<file path="src/rtl/hm74_pkg.sv">
// Shared constants and FSM state type for the Hamming(7,4) serial receiver.
package hm74_pkg;
  localparam int CW_W       = 7;
  localparam int DATA_W     = 4;
  localparam int SYN_W      = 3;
  localparam int ERRCNT_MAX = 255;

  typedef enum logic [1:0] {
    IDLE  = 2'd0,
    START = 2'd1,
    DATA  = 2'd2,
    STOP  = 2'd3
  } state_e;
endpackage

</file>
<file path="src/rtl/hm74_correct.sv">
// Combinational Hamming(7,4) syndrome decode with single-bit correction.
module hm74_correct
  import hm74_pkg::*;
(
  input  logic [CW_W-1:0]   i_cw,
  output logic [DATA_W-1:0] o_data,
  output logic [SYN_W-1:0]  o_syndrome
);

  logic [SYN_W-1:0] w_syn;
  logic [CW_W-1:0]  w_fixed;

  // Syndrome value k names the erroneous bit r(k-1).
  always_comb begin
    w_syn[0] = i_cw[0] ^ i_cw[2] ^ i_cw[4] ^ i_cw[6];
    w_syn[1] = i_cw[1] ^ i_cw[2] ^ i_cw[5] ^ i_cw[6];
    w_syn[2] = i_cw[3] ^ i_cw[4] ^ i_cw[5] ^ i_cw[6];
    w_fixed  = i_cw;
    if (w_syn != 3'd0) begin
      w_fixed = i_cw ^ (7'd1 << (w_syn - 3'd1));
    end else begin
      w_fixed = i_cw;
    end
  end

  assign o_data     = {w_fixed[6], w_fixed[5], w_fixed[4], w_fixed[2]};
  assign o_syndrome = w_syn;

endmodule

</file>
<file path="src/rtl/hm74_serial_rx.sv">
// Framed serial receiver for Hamming(7,4) nibbles with valid/ready output.
// Optional error counter enabled by defining HM74_RX_ERRCNT_EN.
module hm74_serial_rx
  import hm74_pkg::*;
#(
  parameter int CLKS_PER_BIT = 4
) (
  input  logic              clk,
  input  logic              reset,
  input  logic              rx,
  output logic [DATA_W-1:0] data,
  output logic [SYN_W-1:0]  syndrome,
  output logic              valid,
  input  logic              ready,
  output logic              frame_err,
  output logic              overrun,
  input  logic              err_clr,
  output logic [7:0]        err_count
);

  localparam logic [7:0] CNT_FULL = 8'(CLKS_PER_BIT);
  localparam logic [7:0] CNT_HALF = 8'(CLKS_PER_BIT / 2);

  state_e             r_state;
  state_e             w_state_nxt;
  logic               r_sync1;
  logic               r_rxs;
  logic [7:0]         r_cnt;
  logic [2:0]         r_bit_idx;
  logic [CW_W-1:0]    r_shift;
  logic [DATA_W-1:0]  r_data;
  logic [SYN_W-1:0]   r_syn;
  logic               r_valid;
  logic               r_frame_err;
  logic               r_overrun;

  logic               w_tick;
  logic               w_sample_bit;
  logic               w_stop_sample;
  logic               w_stop_ok;
  logic               w_load;
  logic [DATA_W-1:0]  w_dec_data;
  logic [SYN_W-1:0]   w_dec_syn;

  hm74_correct u_correct (
    .i_cw       (r_shift),
    .o_data     (w_dec_data),
    .o_syndrome (w_dec_syn)
  );

  always_ff @(posedge clk or posedge reset) begin
    if (reset) begin
      r_sync1 <= 1'b1;
      r_rxs   <= 1'b1;
      r_state <= IDLE;
    end else begin
      r_sync1 <= rx;
      r_rxs   <= r_sync1;
      r_state <= w_state_nxt;
    end
  end

  // Counter reaching 1 marks the mid-bit sample point.
  always_comb begin
    w_state_nxt   = r_state;
    w_tick        = (r_cnt <= 8'd1);
    w_sample_bit  = 1'b0;
    w_stop_sample = 1'b0;
    case (r_state)
      IDLE: begin
        if (!r_rxs) w_state_nxt = START;
        else        w_state_nxt = IDLE;
      end
      START: begin
        if (w_tick) w_state_nxt = r_rxs ? IDLE : DATA;
        else        w_state_nxt = START;
      end
      DATA: begin
        if (w_tick) begin
          w_sample_bit = 1'b1;
          w_state_nxt  = (r_bit_idx == 3'd6) ? STOP : DATA;
        end else begin
          w_state_nxt = DATA;
        end
      end
      STOP: begin
        if (w_tick) begin
          w_stop_sample = 1'b1;
          w_state_nxt   = IDLE;
        end else begin
          w_state_nxt = STOP;
        end
      end
      default: w_state_nxt = IDLE;
    endcase
  end

  always_ff @(posedge clk or posedge reset) begin
    if (reset) begin
      r_cnt     <= CNT_HALF;
      r_bit_idx <= 3'd0;
      r_shift   <= '0;
    end else begin
      if (r_state == IDLE) r_cnt <= CNT_HALF;
      else if (w_tick)     r_cnt <= CNT_FULL;
      else                 r_cnt <= r_cnt - 8'd1;
      if (r_state != DATA)   r_bit_idx <= 3'd0;
      else if (w_sample_bit) r_bit_idx <= r_bit_idx + 3'd1;
      if (w_sample_bit) r_shift <= {r_rxs, r_shift[CW_W-1:1]};
    end
  end

  assign w_stop_ok = w_stop_sample & r_rxs;
  assign w_load    = w_stop_ok & (~r_valid | ready);

  // A load in the same cycle as an accept wins, so valid stays high.
  always_ff @(posedge clk or posedge reset) begin
    if (reset) begin
      r_data      <= '0;
      r_syn       <= '0;
      r_valid     <= 1'b0;
      r_frame_err <= 1'b0;
      r_overrun   <= 1'b0;
    end else begin
      r_frame_err <= w_stop_sample & ~r_rxs;
      r_overrun   <= w_stop_ok & r_valid & ~ready;
      if (w_load) begin
        r_data  <= w_dec_data;
        r_syn   <= w_dec_syn;
        r_valid <= 1'b1;
      end else if (r_valid && ready) begin
        r_valid <= 1'b0;
      end
    end
  end

  assign data      = r_data;
  assign syndrome  = r_syn;
  assign valid     = r_valid;
  assign frame_err = r_frame_err;
  assign overrun   = r_overrun;

`ifdef HM74_RX_ERRCNT_EN
  logic [7:0] r_err_count;

  always_ff @(posedge clk or posedge reset) begin
    if (reset) begin
      r_err_count <= 8'd0;
    end else if (err_clr) begin
      r_err_count <= 8'd0;
    end else if (w_load && (w_dec_syn != 3'd0) && (r_err_count != 8'(ERRCNT_MAX))) begin
      r_err_count <= r_err_count + 8'd1;
    end
  end

  assign err_count = r_err_count;
`else
  logic w_unused_err_clr;
  assign w_unused_err_clr = err_clr;
  assign err_count        = 8'd0;
`endif

endmodule
</file>
<file path="config.mk">
export PLATFORM = sky130hd
export DESIGN_NAME = hm74_serial_rx
export DESIGN_NICKNAME = d
export VERILOG_FILES = /design/src/rtl/hm74_pkg.sv /design/src/rtl/hm74_correct.sv /design/src/rtl/hm74_serial_rx.sv
export SDC_FILE = /design/constraint.sdc
export NUM_CORES = 1
export LEC_CHECK = 0
export CAP_MARGIN = 10
export CORE_UTILIZATION = 53
export CTS_CLUSTER_DIAMETER = 60
export CTS_CLUSTER_SIZE = 10
export DETAILED_ROUTE_END_ITERATION = 8
export PLACE_DENSITY = 0.77
export SLEW_MARGIN = 30
export SYNTH_ARGS = -nofsm -noshare
export SYNTH_HDL_FRONTEND = slang
export SYNTH_SLANG_ARGS = --single-unit
</file>
<file path="constraint.sdc">
create_clock -name clk -period 2.8 [get_ports clk]
set_input_delay 0.56 -clock clk [delete_from_list [all_inputs] [get_ports clk]]
set_output_delay 0.56 -clock clk [all_outputs]
set_load 0.02 [all_outputs]
</file>
==> impl_metrics.toml <==
[routing]
wl_per_cell_microns = 12.9
drtAntennaViolNets = 0
totalWireLength_microns = 2520
drc = 2
vias = 1060
drt_iter0_drc = 36
drt-pass1-iter-count = 8
routed_via_density = 5.44

[setup_path]
cp-start-kind = "flip-flop"
endpoint_kind = "flip-flop"
cp_slowest_cell = "dfrtp_1"
r2r_slack_ns = 0.38
critPathBufInv = 0
crit_chain = "xnor2_1 -> xor2_1 -> nor2_1 -> ha_1 -> or2_2 -> or4_1 -> a31oi_1"
crit_type = "reg -> reg"
crit_start = "r_shift[6]"
crit_path_end = "data[2]"
critical-path-top-delay-family = "simple AND/OR/NAND/NOR gates"
rr_worst_depth = 7
arrival_ns = 2.69
r2r_start = "r_shift[6]"
worstPathRequired_ns = 3.07
crit_path_max_fanout = 6
worstSetupPathDepth = 7
critPathMaxStageDelay_ns = 0.45
timing.rr.end = "data[2]"

[placement]
gp_congestion = 0.867
hpwl_microns = 1820
place_inst = 187
io_buffers = 13

[finish]
area_growth_pct = 11.9
instances_no_fill = 195
n_fill_cell = 243
diodes = 0
drive_above_1_share_pct = 17.7
multiInputGateArea_sq_um = 718
seq_area_sq_um = 805
fin_nets = 173

[flow_run]
maxCapViolCount = 0

[clock_tree]
clockBufferDepth = 2
insertion_delay_ns = 0.34
postCtsHoldBufs = 0
cts_setup_buffers = 0
cts_made_buffers = 5
cts.clk_slew.worst_paths_ns = 0.10
cts_sinks = 32
htreeDepth = 2
post_cts_resized = 0
root_buffer = "clkbuf_4"
cts_tree = "built"

[yosys]
yosys.area.top_type = "dfrtp_1"
syn_area_sq_um = 1610
synthTopCellsByCount = "dfrtp_1 (29), nor2_1 (14), a21oi_1 (13)"
synth_edf_count = 0
syn_inst = 146
ys_top_cells_by_area = "dfrtp_1 (45%), xnor2_1 (6.5%), mux2_2 (5.6%), dfstp_2 (4.9%), a21oi_1 (4.0%)"
seq_area_frac_synth_pct = 50.1
synth_flop_cell = "dfrtp_1"
yosysWarnings = 0
postSynthAreaPerCell_sq_um = 11.0
synth-seq-cells = 32
yosysUniqueCellTypes = 38
synthArstFlopShare_pct = 100
synth_top_area_share_pct = 45.2
yosysMostFrequentCell = "dfrtp_1"

[grt]
track_usage_pct = 19.4
grt_pass1_wl_microns = 4490
grt.overflow.total = 0
grt_pass1_vias = 978
antenna_found_initial = 0
grt_max_degree = 33

[power_and_ir_drop]
comb_power_share_pct = 44.8
p_sw_share_pct = 40.1
power_density_nw_per_um2 = 1000
p_switching_mw = 0.721
p_leak_nw = 0.799
seqPwrFrac_pct = 39.9
p_clk_share_pct = 15.3
intPower_mw = 1.08
ir_worst_vdd_mv = 0.568

[sta]
grt_setup_unrepaired = "no"
hold_slack_ns = 0.361
maxSlewViolCount = 0
post-route-period-util_pct = 86.4
fmax_mhz = 414
setup_viol = 0
finalClockSkew_ns = 0.00727
hold_viol = 0
fin_crit_ns = 2.42
setup_tns_ns = 0

[min_path]
hp-class = "reg -> reg"

[floorplan]
fp.dieW_microns = 57.1
design.core.area_sq_um = 2810
ios = 23
start_util_pct = 57.3
die_area_sq_um = 3260
placementRows = 19
die_h_microns = 57.1

[run_status]
violations = "design-rule violations"
status = "finished, violations left"
## metal layers
layer / part of all wire (%) / global-route usage, % / vias to the layer above / wire (microns)
met3: 4.2 / 8.16 / 5 / 106
li1: - / - / 526 / -
met2: 50 / 30.8 / 19 / 1270
met5: 0 / 0 / - / 0
met4: 2.0 / 11.5 / 0 / 51
met1: 43 / 22.0 / 510 / 1090
## flip-flops by register name, summed over array words and instances, names as in the netlist
signal	count
r_cnt	8
r_shift	7
data	4
r_bit_idx	3
syndrome	3
r_state	2
frame_err	1
overrun	1
r_rxs	1
r_sync1	1
valid	1
## layout by cell type, fill, tap and decap left out, types with 2 or more instances in the layout
| cell type | n |
|---|---|
| o21ai_0 | 2 |
| xnor2_1 | 12 |
| mux2_2 | 8 |
| clkinv_2 | 2 |
| or4_4 | 2 |
| ha_1 | 5 |
| o31ai_1 | 5 |
| xor2_1 | 4 |
| clkdlybuf4s50_1 | 13 |
| or4_1 | 4 |
| nor2_1 | 14 |
| nand2b_1 | 3 |
| dfstp_2 | 3 |
| a21oi_1 | 13 |
| buf_4 | 3 |
| dfrtp_1 | 29 |
| inv_1 | 6 |
| conb_1 | 8 |
| a31oi_1 | 4 |
| clkbuf_4 | 5 |
## worst min-delay path by stage
| stage | slack, ns | from | cells after the start | endpoint |
|---|---|---|---|---|
| floorplan | 0.35 | r_sync1 | 0 | r_rxs |
| global placement | 0.35 | r_sync1 | 0 | r_rxs |
| detailed placement | 0.35 | r_sync1 | 0 | r_rxs |
| CTS | 0.36 | r_sync1 | 0 | r_rxs |
| global route | 0.37 | r_sync1 | 0 | r_rxs |
| finish | 0.36 | r_sync1 | 0 | r_rxs |
## cells by family after synthesis
group                      share of synthesized area (%)
buffers and inverters                               6.85
and+or+nand+nor                                     14.4
other                                              0.233
adders and majority gates                           3.89
xor gates and xnor gates                            8.72
DFF                                                 50.1
muxes                                               5.61
AOI/OAI and AO/OA                                   10.2
## power groups by stage
stage	Clock, mW	Combinational, mW	Sequential [mW]
2_1_floorplan	0	0.573	0.753
3_3_place_gp	0	0.785	0.721
3_5_place_dp	0	0.809	0.728
4_1_cts	0.289	0.813	0.720
5_1_grt	0.315	0.907	0.742
6_report	0.275	0.805	0.718
## cell type report
type	instances	share of cell area [%]
Inverter	6	1.25
Multi-Input combinational cell	102	39.9
Timing Repair Buffer	16	8.49
Tap cell	31	2.16
Sequential cell	32	44.7
Clock buffer	6	2.85
Clock inverter	2	0.557
## worst register-to-register path, delay by kind of cell, from the launching register on
family	cells	cell delay (ns)
simple gates	3	0.81
xor+xnor	2	0.62
fa+ha+maj	1	0.29
flops	1	0.45
compound gates	1	0.17
## stage by stage
step                      total power, mW  utilization [%]  instance area (sq um)  setup WS (ns)
after floorplan                      1.33                -                   1630          0.540
after global placement               1.51             61.9                   1740          0.418
after detailed placement             1.54             61.9                   1740          0.394
after CTS                            1.82             64.1                   1800          0.375
after global routing                 1.96             64.1                   1800          0.140
final                                1.80             64.1                   1800          0.382
Note: power is estimated with default switching activity, not from simulation.
